==> config.mk <==
export PLATFORM = sky130hd
export DESIGN_NAME = adxl345_spi_responder
export DESIGN_NICKNAME = d
export VERILOG_FILES = /design/src/rtl/adxl345_spi_responder.sv
export SDC_FILE = /design/constraint.sdc
export NUM_CORES = 1
export LEC_CHECK = 0
export ABC_AREA = 1
export BUFFER_PORTS_ARGS = -buffer_cell sky130_fd_sc_hd__buf_2
export CAP_MARGIN = 20
export CORE_MARGIN = 4
export CORE_UTILIZATION = 55
export DETAILED_ROUTE_END_ITERATION = 16
export PLACE_DENSITY = 0.76
export SLEW_MARGIN = 25
export SYNTH_ARGS = -nofsm -noshare
export SYNTH_HDL_FRONTEND = slang
export SYNTH_SLANG_ARGS = --single-unit
export TNS_END_PERCENT = 100
==> constraint.sdc <==
create_clock -name clk -period 26.5 [get_ports clk]
set_input_delay 1.325 -clock clk [delete_from_list [all_inputs] [get_ports clk]]
set_output_delay 1.325 -clock clk [all_outputs]
set_load 0.01 [all_outputs]
==> src/rtl/adxl345_spi_responder.sv <==
// adxl345_spi_responder
//   Device-side model of the ADXL345 SPI register interface (SPI mode 3, 16-bit frames,
//   MSB first: R/nW, MB, addr[5:0], data[7:0]). All SPI inputs are oversampled with clk.
// Ports:
//   clk, rst                    system clock (>= 8x SPI_CLK), async active-high reset
//   SPI_CLK/SPI_CSN/SPI_SDI     serial link from the initiator; SPI_SDO serial data back
//   sample_valid, sample_x/y/z  host strobe loading data registers 0x32-0x37
//   wr_valid, wr_addr, wr_data  one-cycle report of each committed register write
//   data_ready                  INT_SOURCE bit 7
//   busy                        synchronised chip select is low
// Build option: define ADXL345_SPI_RESP_BURST_EN to honour the MB bit (multi-byte transfers
//   with auto-incrementing address). Without it MB is ignored and frames end after 16 bits.
module adxl345_spi_responder #(
  parameter logic [7:0]  DEVID       = 8'hE5,
  parameter int unsigned SYNC_STAGES = 2,
  parameter logic [7:0]  BW_RATE_RST = 8'h0A
) (
  input  logic        clk,
  input  logic        rst,
  input  logic        SPI_CLK,
  input  logic        SPI_CSN,
  input  logic        SPI_SDI,
  output logic        SPI_SDO,
  input  logic        sample_valid,
  input  logic [15:0] sample_x,
  input  logic [15:0] sample_y,
  input  logic [15:0] sample_z,
  output logic        wr_valid,
  output logic [5:0]  wr_addr,
  output logic [7:0]  wr_data,
  output logic        data_ready,
  output logic        busy
);

  typedef enum logic [2:0] {StIdle, StCmd, StWdata, StRdata, StDone} state_e;
  state_e state_q, state_d;

  // Input synchronisers; the extra prev flops give the two samples used for edge detection.
  logic [SYNC_STAGES-1:0] sclk_sync_q, csn_sync_q, sdi_sync_q;
  logic                   sclk_prev_q, csn_prev_q;

  always_ff @(posedge clk or posedge rst) begin
    if (rst) begin
      sclk_sync_q <= '1;
      csn_sync_q  <= '1;
      sdi_sync_q  <= '0;
      sclk_prev_q <= 1'b1;
      csn_prev_q  <= 1'b1;
    end else begin
      sclk_sync_q <= {sclk_sync_q[SYNC_STAGES-2:0], SPI_CLK};
      csn_sync_q  <= {csn_sync_q[SYNC_STAGES-2:0], SPI_CSN};
      sdi_sync_q  <= {sdi_sync_q[SYNC_STAGES-2:0], SPI_SDI};
      sclk_prev_q <= sclk_sync_q[SYNC_STAGES-1];
      csn_prev_q  <= csn_sync_q[SYNC_STAGES-1];
    end
  end

  logic sclk_s, csn_s, sdi_s;
  logic sclk_rise, sclk_fall, csn_fall, csn_rise;
  assign sclk_s    = sclk_sync_q[SYNC_STAGES-1];
  assign csn_s     = csn_sync_q[SYNC_STAGES-1];
  assign sdi_s     = sdi_sync_q[SYNC_STAGES-1];
  assign sclk_rise = ~csn_s & sclk_s & ~sclk_prev_q;
  assign sclk_fall = ~csn_s & ~sclk_s & sclk_prev_q;
  assign csn_fall  = csn_prev_q & ~csn_s;
  assign csn_rise  = ~csn_prev_q & csn_s;

  logic [4:0]  bit_cnt_q;
  logic [6:0]  rx_q;
  logic [7:0]  tx_q;
  logic [5:0]  addr_q;
  logic [7:0]  cfg_q [6'h1D:6'h31];
  logic [47:0] data_q, pend_q;
  logic        pend_valid_q, data_ready_q, data_ready_d, rd_src_q;
  logic        sdo_q, sdo_d;
  logic        wr_valid_q;
  logic [5:0]  wr_addr_q;
  logic [7:0]  wr_data_q;

  // Byte currently completing on this rise (7 shifted bits plus the live SDI sample).
  logic [7:0] cmd_byte;
  logic       byte_done, burst;
  assign cmd_byte  = {rx_q, sdi_s};
  assign byte_done = sclk_rise && (bit_cnt_q == 5'd15);

`ifdef ADXL345_SPI_RESP_BURST_EN
  logic mb_q;
  always_ff @(posedge clk or posedge rst) begin
    if (rst) begin
      mb_q <= 1'b0;
    end else if ((state_q == StCmd) && sclk_rise && (bit_cnt_q == 5'd7)) begin
      mb_q <= cmd_byte[6];
    end
  end
  assign burst = mb_q;
`else
  logic unused_mb;
  assign unused_mb = cmd_byte[6];
  assign burst     = 1'b0;
`endif

  function automatic logic is_writable(input logic [5:0] a);
    return ((a >= 6'h1D) && (a <= 6'h2F)) || (a == 6'h31);
  endfunction

  // FSM: state register.
  always_ff @(posedge clk or posedge rst) begin
    if (rst) state_q <= StIdle;
    else     state_q <= state_d;
  end

  // FSM: decoded control strobes.
  logic shift_in, latch_cmd, commit, tx_shift, reload, data_end;
  always_comb begin
    shift_in  = 1'b0;
    latch_cmd = 1'b0;
    commit    = 1'b0;
    tx_shift  = 1'b0;
    reload    = 1'b0;
    data_end  = 1'b0;
    case (state_q)
      StCmd: begin
        shift_in  = sclk_rise;
        latch_cmd = sclk_rise && (bit_cnt_q == 5'd7);
      end
      StWdata: begin
        shift_in = sclk_rise;
        data_end = byte_done;
        commit   = byte_done && is_writable(addr_q);
      end
      StRdata: begin
        tx_shift = sclk_fall;
        data_end = byte_done;
        reload   = byte_done && burst;
      end
      default: ;
    endcase
    busy = ~csn_s;
  end

  // FSM: next state.
  always_comb begin
    state_d = state_q;
    if (csn_rise) begin
      state_d = StIdle;
    end else begin
      case (state_q)
        StIdle:  if (csn_fall) state_d = StCmd;
        StCmd:   if (latch_cmd) state_d = cmd_byte[7] ? StRdata : StWdata;
        StWdata,
        StRdata: if (data_end && !burst) state_d = StDone;
        StDone:  ;
        default: state_d = StIdle;
      endcase
    end
  end

  // Read mux: the commanded address on the command byte, the next address on a burst reload.
  logic [5:0] rd_addr;
  logic [7:0] rd_data;
  logic       rd_load;
  assign rd_addr = latch_cmd ? cmd_byte[5:0] : addr_q + 6'd1;
  assign rd_load = (latch_cmd && cmd_byte[7]) || reload;

  always_comb begin
    rd_data = 8'h00;
    case (rd_addr)
      6'h00:   rd_data = DEVID;
      6'h30:   rd_data = {data_ready_q, 7'b0};
      6'h32:   rd_data = data_q[7:0];
      6'h33:   rd_data = data_q[15:8];
      6'h34:   rd_data = data_q[23:16];
      6'h35:   rd_data = data_q[31:24];
      6'h36:   rd_data = data_q[39:32];
      6'h37:   rd_data = data_q[47:40];
      default: if (is_writable(rd_addr)) rd_data = cfg_q[rd_addr];
    endcase
  end

  always_comb begin
    sdo_d = sdo_q;
    if (tx_shift) sdo_d = tx_q[7];
    if (state_d != StRdata) sdo_d = 1'b1;
  end

  // Frame datapath.
  always_ff @(posedge clk or posedge rst) begin
    if (rst) begin
      bit_cnt_q  <= '0;
      rx_q       <= '0;
      tx_q       <= '0;
      addr_q     <= '0;
      sdo_q      <= 1'b1;
      wr_valid_q <= 1'b0;
      wr_addr_q  <= '0;
      wr_data_q  <= '0;
    end else begin
      if (csn_rise) begin
        bit_cnt_q <= '0;
      end else if (sclk_rise && (state_q inside {StCmd, StWdata, StRdata})) begin
        if (data_end && burst)          bit_cnt_q <= 5'd8;
        else if (bit_cnt_q != 5'd16)    bit_cnt_q <= bit_cnt_q + 5'd1;
      end
      if (shift_in) rx_q <= cmd_byte[6:0];
      if (rd_load)       tx_q <= rd_data;
      else if (tx_shift) tx_q <= {tx_q[6:0], 1'b0};
      if (latch_cmd)               addr_q <= cmd_byte[5:0];
      else if (data_end && burst)  addr_q <= addr_q + 6'd1;
      sdo_q      <= sdo_d;
      wr_valid_q <= commit;
      if (commit) begin
        wr_addr_q <= addr_q;
        wr_data_q <= cmd_byte;
      end
    end
  end

  always_ff @(posedge clk or posedge rst) begin
    if (rst) begin
      for (int unsigned i = 'h1D; i <= 'h31; i++) begin
        cfg_q[6'(i)] <= (i == 'h2C) ? BW_RATE_RST : 8'h00;
      end
    end else if (commit) begin
      cfg_q[addr_q] <= cmd_byte;
    end
  end

  // Samples arriving mid-transaction are parked until CSN rises so a frame never reads torn data.
  always_comb begin
    data_ready_d = data_ready_q;
    if (csn_rise && rd_src_q) data_ready_d = 1'b0;
    if ((csn_rise && pend_valid_q) || (sample_valid && csn_s)) data_ready_d = 1'b1;
  end

  always_ff @(posedge clk or posedge rst) begin
    if (rst) begin
      data_q       <= '0;
      pend_q       <= '0;
      pend_valid_q <= 1'b0;
      data_ready_q <= 1'b0;
      rd_src_q     <= 1'b0;
    end else begin
      if (csn_rise && pend_valid_q) begin
        data_q       <= pend_q;
        pend_valid_q <= 1'b0;
      end
      if (sample_valid) begin
        if (csn_s) begin
          data_q <= {sample_z, sample_y, sample_x};
        end else begin
          pend_q       <= {sample_z, sample_y, sample_x};
          pend_valid_q <= 1'b1;
        end
      end
      if (csn_rise)                             rd_src_q <= 1'b0;
      else if (rd_load && (rd_addr == 6'h30))   rd_src_q <= 1'b1;
      data_ready_q <= data_ready_d;
    end
  end

  assign SPI_SDO    = sdo_q;
  assign wr_valid   = wr_valid_q;
  assign wr_addr    = wr_addr_q;
  assign wr_data    = wr_data_q;
  assign data_ready = data_ready_q;

endmodule

==> impl_results.md <==
- Fin area: 16400 um2
- Post-Synthesis Cells: 1839
- Die width: 172 um
- Routed via count: 12583
- Area leader, netlist: dfrtp_1
- Post-Place Setup Slack: 22.64 ns
- Synth top area share: 52.5%
- Routed Antenna Nets: 0
- Commonest non-fill, non-tap cell in the layout: nand2_1
- Diode count: 0
- Ordered cell list for the critical path: inv_2 > nand2_1 > nor2_2 > nand3_2 > nand2_1 > nand2_2 > nand2_2 > clkinv_1 > nand2_1 > inv_1 > nand2_1 > nand2_1 > nor2_1 > nand2_1 > nor2_1 > a21oi_1
- Postcts setup bufs: 0
- Nets: 1918
- Run status: finished clean
- Max transition margin: 30.9%
- CTS tree: done
- Number of global-route vias before repair: 12383
- Initial Util: 56.4%
- Critical path type: flip-flop to flip-flop
- Mean post-synth cell area: 8.05 um2
- Total track usage: 27.6%
- Most frequent cells in the layout: nand2_1, o21ai_0, dfrtp_1, nor2_1, inv_1
- Synth top area cells: dfrtp_1, nand2_1, o21ai_0
- Pins Over Slew Limit: 0
- Syn Std Cell Area: 14800 um2
- Area after DPL: 15300 um2
- Synth unique cells: 45
- Clock Latency Late Sink: 0.52 ns
- Clk sinks: 320
- Area growth from synthesis to layout: 10.4%
- Number of DRC markers in iteration 0: 1247
- Final WS setup: 22.61 ns
- Vias/cell: 5.68
- Final Wtd Congestion: 0.897
- # hold bufs at CTS: 0
- Register area share after synthesis: 54.1%
- Final core utilization: 62.2%
- Gr ovfl total: 0
- Drt pass-1 iters: 5
- Wire per inst: 18.2 um
- DRC: 0
- Cts bufs inserted: 35
- Critical Path RT: 26.90 ns
- Root Driver: clkbuf_16
- Initial antenna violation count: 0
- Yosys warns: 0
- Most frequent CP cell: nand2_1
- Hold/Removal Path Class: flip-flop to flip-flop
- Routed WL: 40200 um
- Clk_skew: 0.0226 ns
- Final Hold Viols: 0
- Family with the most delay on the worst path: simple AND/OR/NAND/NOR gates
- #FFs+latches synth: 320
- F_max: 257 MHz
- Fin crit period: 3.89 ns
- Boundary pin count: 72
- Endpoints failing setup: 0
- Critical Path Start Type: flip-flop
- Core area: 26300 um2
- Reg clk slew, reported paths: 0.06 ns
- Slowest CP cell: nand2_2
- Crit path max fanout: 36
- Total Power: 1.07 mW
- Layout cells sized above 1: 10.2%
- Endpoint class of the critical path: flip-flop
- Post-CTS Resized: 0
- PD cells: 65.6 nW/um2
- Leak Pwr: 7.84 nW
- Final period util: 14.7%
- Clock tree buffer depth: 3
- Worst Tran Pin Value: 1.04 ns
- Number of max-cap violations: 0
- Htree depth: 2
- Port Buffers: 71
- WP data arrival: 4.29 ns
- Max incr delay on CP: 0.63 ns
- Die Y: 172 um
- Crit path buf inv count: 3
- Setup TNS: 0 ns
- HPWL after DPL: 26700 um
- Syn Nets: 1899
- Die footprint: 29600 um2
- Rows: 59
- First-pass GRT wire length: 65200 um
- Unrepaired setup endpoints after global routing: no
- Largest net degree at the start of global routing: 123
- Peak supply drop: 74.4 uV
final timing paths:
kind                                               from                 endpoint  slack (ns)  depth (start not counted)
worst max-delay path            csn_sync_q[1]$_DFF_PP1_      tx_q[4]$_DFFE_PP0P_       22.61                         16
worst min-delay path            csn_sync_q[0]$_DFF_PP1_  csn_sync_q[1]$_DFF_PP1_        0.36                          0
worst max register to register  csn_sync_q[1]$_DFF_PP1_      tx_q[4]$_DFFE_PP0P_       22.61                         16
worst min register to register  csn_sync_q[0]$_DFF_PP1_  csn_sync_q[1]$_DFF_PP1_        0.36                          0
max in group asynchronous                           rst    pend_q[2]$_DFFE_PP0P_       24.07                          3
min in group asynchronous                           rst   pend_q[25]$_DFFE_PP0P_        0.96                          2
synthesized netlist by cell type:
| cell type | count |
|---|---|
| nand2_4 | 2 |
| buf_6 | 1 |
| buf_4 | 4 |
| nor2_4 | 6 |
| o22a_1 | 1 |
| nand2_1 | 537 |
| clkinv_1 | 4 |
| dfstp_2 | 9 |
| a22oi_1 | 1 |
| dfrtp_1 | 311 |
| nor4_1 | 1 |
| nor2_2 | 4 |
| o21ai_4 | 1 |
| xor2_1 | 1 |
| a31oi_1 | 11 |
| a21oi_1 | 39 |
| a211oi_1 | 3 |
| nor3_4 | 1 |
| o32ai_1 | 1 |
| o2111ai_1 | 1 |
| nand3_1 | 75 |
| inv_1 | 113 |
| nor3_1 | 11 |
| o21ai_0 | 312 |
| o21ai_2 | 1 |
| o22ai_1 | 25 |
| nand3b_1 | 5 |
| buf_2 | 17 |
| o21ai_1 | 5 |
| inv_2 | 15 |
| buf_1 | 1 |
| clkbuf_1 | 74 |
| nor4_4 | 1 |
| o21a_1 | 4 |
| or2_0 | 5 |
| ha_1 | 6 |
| nand3_2 | 1 |
| or2_2 | 6 |
| or2_1 | 2 |
| nor2_1 | 184 |
| nor3b_1 | 1 |
| mux2_2 | 5 |
| nand2_2 | 6 |
| o211ai_1 | 4 |
| nand4_1 | 21 |
registers in the layout, indices dropped and copies added, names as in the netlist:
| signal | cells |
|---|---|
| rd_src_q | 1 |
| sdi_sync_q | 2 |
| state_q | 3 |
| wr_valid | 1 |
| sclk_sync_q | 2 |
| sclk_prev_q | 1 |
| bit_cnt_q | 5 |
| addr_q | 6 |
| wr_addr | 6 |
| cfg_q | 168 |
| SPI_SDO | 1 |
| pend_q | 48 |
| data_ready | 1 |
| data_q | 48 |
| tx_q | 8 |
| wr_data | 8 |
| csn_prev_q | 1 |
| rx_q | 7 |
| csn_sync_q | 2 |
| pend_valid_q | 1 |
metrics by stage:
step           cells  hold slack (ns)
3_5_place_dp    2156            0.350
2_1_floorplan   1839            0.331
6_report        2216            0.364
5_1_grt         2216            0.366
3_3_place_gp    2156            0.349
4_1_cts         2216            0.361
metal layers:
layer / global-route usage (%) / wire, um / up-vias / share of wire (%)
met5: 0 / 0 / - / 0
met4: 12.1 / 1700 / 0 / 4.2
met3: 4.44 / 2450 / 105 / 6.1
met2: 44.6 / 19100 / 455 / 47
met1: 37.3 / 17000 / 6031 / 42
li1: - / - / 5992 / -
cells by family (layout without fill, tap and decap cells):
family	Yosys count	count (layout)	synth area share [%]
flops	320	320	54.1
compound gates	409	409	14.5
fa+ha+maj	6	6	0.507
buf+inv	229	271	6.10
simple gates	869	869	24.3
xor+xnor	1	1	0.0591
mux	5	5	0.380
worst register-to-register path: stages, from the launching register on:
cell and delay (ns):
dfstp_2 0.39, inv_2 0.19, nand2_1 0.09, nor2_2 0.17, nand3_2 0.34, nand2_1 0.30, nand2_2 0.52, nand2_2 0.64
clkinv_1 0.44, nand2_1 0.22, inv_1 0.07, nand2_1 0.06, nand2_1 0.04, nor2_1 0.09, nand2_1 0.06, nor2_1 0.09
a21oi_1 0.07
area by class of cell:
cell class                 instances  area (um2)
tap                              335         419
timing repair buffer              79         415
sequential                       320        8020
fill                            2371        9930
clock buffer                      52        1010
clock inverter                     8        87.6
inverter                         132         503
multi-input combinational       1290        5900
power breakdown:
group	switching, mW	internal, mW	total (mW)
Combinational	0.0540	0.0194	0.0735
Clock	0.194	0.274	0.468
Sequential	0.0163	0.514	0.531
Total	0.265	0.808	1.07
Note: power is estimated with default switching activity, not from simulation.
